### config.mk
export PLATFORM = sky130hd
export DESIGN_NAME = multdivid_seq_engine
export DESIGN_NICKNAME = d
export VERILOG_FILES = /design/src/rtl/multdivid_pkg.sv /design/src/rtl/multdivid_cond_negate.sv /design/src/rtl/multdivid_seq_engine.sv
export SDC_FILE = /design/constraint.sdc
export NUM_CORES = 1
export LEC_CHECK = 0
export ABC_CLOCK_PERIOD_IN_PS = 10450
export BUFFER_PORTS_ARGS = -buffer_cell sky130_fd_sc_hd__buf_2
export CORE_ASPECT_RATIO = 2
export CORE_MARGIN = 2
export CORE_UTILIZATION = 25
export CTS_BUF_LIST = sky130_fd_sc_hd__clkbuf_8 sky130_fd_sc_hd__clkbuf_16
export DETAILED_ROUTE_END_ITERATION = 10
export SYNTH_ARGS = -nofsm -noshare
export SYNTH_HDL_FRONTEND = slang
export SYNTH_SLANG_ARGS = --single-unit
### constraint.sdc
create_clock -name clk -period 10.45 [get_ports clk]
set_input_delay 1.045 -clock clk [delete_from_list [all_inputs] [get_ports clk]]
set_output_delay 1.045 -clock clk [all_outputs]
set_load 0.05 [all_outputs]
### src/rtl/multdivid_pkg.sv
// Shared constants and types for the MultDivid sequential engine.
package multdivid_pkg;

  localparam int WIDTH     = 32;
  localparam int DM_W      = WIDTH + 2;
  localparam int ITER_LAST = WIDTH - 1;

  localparam logic OP_MUL = 1'b0;
  localparam logic OP_DIV = 1'b1;

  typedef enum logic [1:0] {
    IDLE = 2'd0,
    RUN  = 2'd1,
    FIX  = 2'd2
  } state_t;

endpackage

### src/rtl/multdivid_cond_negate.sv
// Two's-complement conditional negation used for magnitude capture and result fix-up.
module multdivid_cond_negate #(
  parameter int W = 32
) (
  input  logic [W-1:0] a,
  input  logic         neg,
  output logic [W-1:0] y
);

  assign y = neg ? -a : a;

endmodule

### src/rtl/multdivid_seq_engine.sv
// Radix-2 shift-add multiply / restoring divide on magnitudes, 33 cycles start-to-done.
module multdivid_seq_engine
  import multdivid_pkg::*;
(
  input  logic              clk,
  input  logic              reset,
  input  logic              start,
  input  logic              op_div,
  input  logic              op_signed,
  input  logic [WIDTH-1:0]  rs_value,
  input  logic [DM_W-1:0]   dm_value,
  output logic              busy,
  output logic              done,
  output logic [WIDTH-1:0]  hi,
  output logic [WIDTH-1:0]  lo,
  output logic              div_by_zero
);

  state_t               state;
  logic [5:0]           iter_cnt;
  logic [2*WIDTH-1:0]   acc;
  logic [2*WIDTH-1:0]   acc_next;
  logic [WIDTH-1:0]     opnd;
  logic                 op_div_q;
  logic                 sign_rs;
  logic                 sign_dm;

  logic                 sign_rs_in;
  logic                 sign_dm_in;
  logic [WIDTH-1:0]     rs_mag;
  logic [WIDTH-1:0]     dm_mag;
  logic [2*WIDTH-1:0]   prod_fix;
  logic [WIDTH-1:0]     quo_fix;
  logic [WIDTH-1:0]     rem_fix;
  logic [WIDTH:0]       add_a;
  logic [WIDTH:0]       add_b;
  logic [WIDTH:0]       add_sum;
  logic                 unused_dm_bit;

  assign unused_dm_bit = dm_value[DM_W-2];

  assign sign_rs_in = op_signed & rs_value[WIDTH-1];
  assign sign_dm_in = op_signed & dm_value[DM_W-1];

  multdivid_cond_negate #(.W(WIDTH)) u_rs_mag (.a(rs_value), .neg(sign_rs_in), .y(rs_mag));
  multdivid_cond_negate #(.W(WIDTH)) u_dm_mag (.a(dm_value[WIDTH-1:0]), .neg(sign_dm_in), .y(dm_mag));

  multdivid_cond_negate #(.W(2*WIDTH)) u_prod_fix (.a(acc), .neg(sign_rs ^ sign_dm), .y(prod_fix));
  multdivid_cond_negate #(.W(WIDTH)) u_quo_fix (.a(acc[WIDTH-1:0]), .neg(sign_rs ^ sign_dm), .y(quo_fix));
  multdivid_cond_negate #(.W(WIDTH)) u_rem_fix (.a(acc[2*WIDTH-1:WIDTH]), .neg(sign_rs), .y(rem_fix));

  // Shared WIDTH+1 adder: adds the multiplicand to the upper half, or subtracts the
  // divisor from the left-shifted partial remainder (invert plus carry-in).
  assign add_a   = (op_div_q == OP_DIV) ? acc[2*WIDTH-1:WIDTH-1] : {1'b0, acc[2*WIDTH-1:WIDTH]};
  assign add_b   = (op_div_q == OP_DIV) ? ~{1'b0, opnd} : {1'b0, opnd};
  assign add_sum = add_a + add_b + (WIDTH+1)'(op_div_q);

  // NOTE: every always_comb output gets a default first so no latch can be inferred.
  always_comb begin
    acc_next = acc;
    if (op_div_q == OP_DIV) begin
      if (!add_sum[WIDTH]) acc_next = {add_sum[WIDTH-1:0], acc[WIDTH-2:0], 1'b1};
      else                 acc_next = {acc[2*WIDTH-2:0], 1'b0};
    end else begin
      if (acc[0]) acc_next = {add_sum, acc[WIDTH-1:1]};
      else        acc_next = {1'b0, acc[2*WIDTH-1:1]};
    end
  end

  // NOTE: sequential state uses non-blocking assignments only, so every register
  // samples pre-edge values regardless of statement order.
  always_ff @(posedge clk or posedge reset) begin
    if (reset) begin
      state       <= IDLE;
      iter_cnt    <= '0;
      acc         <= '0;
      opnd        <= '0;
      op_div_q    <= OP_MUL;
      sign_rs     <= 1'b0;
      sign_dm     <= 1'b0;
      busy        <= 1'b0;
      done        <= 1'b0;
      hi          <= '0;
      lo          <= '0;
      div_by_zero <= 1'b0;
    end else begin
      done <= 1'b0;
      case (state)
        IDLE: begin
          if (start) begin
            op_div_q <= op_div;
            sign_rs  <= sign_rs_in;
            sign_dm  <= sign_dm_in;
            acc      <= {{WIDTH{1'b0}}, rs_mag};
            opnd     <= dm_mag;
            iter_cnt <= '0;
            busy     <= 1'b1;
            state    <= RUN;
          end
        end
        RUN: begin
          acc      <= acc_next;
          iter_cnt <= iter_cnt + 6'd1;
          if (iter_cnt == 6'(ITER_LAST)) state <= FIX;
        end
        FIX: begin
          if (op_div_q == OP_DIV) begin
            // With a zero divisor the remainder path has shifted the dividend magnitude
            // back into the upper half, so rem_fix reproduces rs_value exactly.
            hi          <= rem_fix;
            lo          <= (opnd == '0) ? {WIDTH{1'b1}} : quo_fix;
            div_by_zero <= (opnd == '0);
          end else begin
            {hi, lo}    <= prod_fix;
            div_by_zero <= 1'b0;
          end
          done  <= 1'b1;
          busy  <= 1'b0;
          state <= IDLE;
        end
        default: state <= IDLE;
      endcase
    end
  end

endmodule

==> metrics.txt <==
setup TNS 0 ps; worst r2r dst acc[34]; commonest non-fill, non-tap cells in the layout 192 x nand2_1, 173 x dfrtp_1, 136 x buf_2; total number of vias 11900; clk buf depth 3; Clock Tree Root clkbuf_16; CP Class register to register; Ant. Diodes 0; Mapped Avg Cell Area 8.32 µm²; DRC 0; Die Width 166 µm; Reg2Reg Depth 10; Initial Util 25.2%; slack of the worst reg-to-reg path 4550 ps; worst hold path class register to register; Starting DRT DRC Count 797; Post-synth top flop dfrtp_1; Post-CTS Hold Fix Bufs 0; Placer Congestion 0.943; Critical Path AT 6280 ps; worst path required time 10830 ps; CP top delay family compound AO/OA/AOI/OAI gates; post-layout min period 5900 ps; ratio of final minimum period to clock period 56.5%; CTS buffer count 25; Worst setup SP type register; Overflow after GRT 0; largest net degree at the start of global routing 106; area of the die 0.0548 mm²; Std-Cell Rows 119; post-synth cell types 77; H-tree level count 4; initial antenna violation count 0; Buffers on Ports 136; Hold Path Sink hi[11]; #FFs+latches synth 174; share of cells above drive strength 1 14.8%; yosys warns 0; # clock sinks 174; clock-pin slew on the worst setup and hold paths 60 ps; syn nets 1694; number of global-route vias before repair 12000; DR WL/cell 18.7 µm; HPWL Detailed 33800 µm; # resized after CTS 0; Worst Tran Pin Value 1160 ps; final wirelength 43300 µm; first-pass GRT wire length 67500 µm; I/O pin count 138; max-cap check violation count 0; Die H 329 µm; Rel. slew slack 22.7%; hold_sp hi[11]; Post-synth EDFFs 0; worst path buffer plus inverter count 1; Max Clk Rate 169 MHz; Layout area overhead 14.0%; sequence of cells on the critical path buf_4 > mux2_2 > ha_1 > a21oi_1 > o211ai_1 > a221oi_2 > a311o_1 > nand2_2 > mux2i_1 > a221o_1; hold-critical path depth 2; Synth async-reset ratio 100%; Total GRT Usage 15.5%; endpoints failing setup 0; Seq/Total Area, Yosys 33.0%; synthesized area 0.0132 mm²; Crit path largest cell delay 1170 ps; DRT antenna net count 0; Core ar. 0.0524 mm²; cell count after synthesis 1586; Post-CTS Setup Bufs 0; RSZ-0062 raised after global routing no; status complete, no violations; DRT Pass-1 Iters 5; worst-path maximum fanout 74; Final Hold Vio Count 0; commonest non-fill, non-tap cell in the layout nand2_1; Clock Latency Late Sink 520 ps; reg-to-reg startpoint op_div_q; Setup crit end kind register; Clock Skews 27.0 ps; CTS tree yes; Crit-path slowest cell dfrtp_4; DR vias/cell 5.17; Slew Limit Fails 0; Final nets 1749
state kept, by name, summed over array words and instances, names as in the netlist, 2 cells and up:
name	cells
state	2
acc	64
lo	32
opnd	32
iter_cnt	6
hi	32
area by class of cell:
class | instances | area (µm²)
fill | 5597 | 37400
multi-input combinational | 1268 | 8280
sequential | 174 | 4360
tap | 665 | 832
timing repair buffer | 149 | 778
clock buffer | 27 | 653
inverter | 23 | 91.3
clock inverter | 5 | 52.6
worst min-delay path: cells and delay by family (launching register included):
| family | cells | cell delay (ps) |
|---|---|---|
| AO/OA/AOI/OAI | 1 | 60 |
| flip-flops | 1 | 330 |
| AND/OR/NAND/NOR | 1 | 50 |
how the worst max path moves through the flow:
stage | startpoint | to | slack, ps | cells past startpoint
final | op_div_q | acc[34] | 4550 | 10
after global routing | op_div_q | acc[34] | 4290 | 10
after CTS | op_div_q | acc[34] | 4600 | 10
after detailed placement | op_div_q | acc[34] | 4630 | 10
after global placement | op_div_q | acc[34] | 4740 | 10
after floorplan | reset | acc[0] | 4690 | 1
logic make-up after synthesis:
group                      share of synthesized area (%)
AOI/OAI and AO/OA                                   21.3
xor gates and xnor gates                            12.0
adders and majority gates                           3.56
buffers and inverters                               4.43
DFF                                                 33.0
muxes                                               8.26
and+or+nand+nor                                     17.5
cells in the mapped netlist (all sizes together), types with 4 or more instances:
| cell | count | area share [%] |
|---|---|---|
| o21a | 5 | 0.28 |
| mux2i | 74 | 5.6 |
| o41ai | 12 | 0.80 |
| mux2 | 31 | 2.6 |
| o21ai | 170 | 6.6 |
| dfrtp | 174 | 33 |
| or3 | 16 | 0.80 |
| ha | 36 | 3.4 |
| clkbuf | 105 | 3.0 |
| or4 | 14 | 0.88 |
| a22oi | 4 | 0.23 |
| xnor2 | 86 | 5.7 |
| inv | 22 | 0.63 |
| o31ai | 17 | 1.0 |
| xor2 | 95 | 6.3 |
| nor4 | 23 | 1.3 |
| a221oi | 4 | 0.31 |
| nand3 | 20 | 0.76 |
| a21oi | 125 | 4.8 |
| o22ai | 5 | 0.24 |
| and2 | 11 | 0.52 |
| a21boi | 4 | 0.23 |
| a21o | 8 | 0.46 |
| a32o | 5 | 0.38 |
| and4 | 4 | 0.27 |
| nor2 | 121 | 3.4 |
| a211oi | 12 | 0.68 |
| buf | 16 | 0.78 |
| nand2 | 194 | 5.5 |
| nor3b | 4 | 0.23 |
| nor3 | 27 | 1.1 |
| o221ai | 14 | 0.93 |
| and3b | 4 | 0.27 |
| and3 | 7 | 0.33 |
| o211ai | 26 | 1.5 |
| nand4 | 10 | 0.47 |
| a31oi | 26 | 1.2 |
| nor2b | 6 | 0.28 |
| nand2b | 13 | 0.62 |
through the flow:
step / utilization [%] / setup WS (ps) / std cells / hold WS [ps] / cell area, µm²
detailed placement: 27.4 / 4630 / 2279 / 467 / 14300
global route: 28.7 / 4290 / 2311 / 500 / 15000
CTS: 28.7 / 4600 / 2311 / 483 / 15000
floorplan: - / 4690 / 1586 / 448 / 13200
global placement: 27.4 / 4740 / 2279 / 464 / 14300
finish: 28.7 / 4550 / 2311 / 477 / 15000
metal layers:
| metal | track usage (%) | routed length (µm) | part of all wire, % | vias up |
|---|---|---|---|---|
| met2 | 29.6 | 23500 | 54 | 332 |
| met1 | 15.9 | 16100 | 37 | 5721 |
| met4 | 9.31 | 2360 | 5.5 | 0 |
| met3 | 1.97 | 1360 | 3.1 | 105 |
| li1 | - | - | - | 5786 |
| met5 | 0 | 0 | 0 | - |
Power is not shown: default switching activity piles up to over one toggle a cycle in this logic, so the estimate is an artifact.
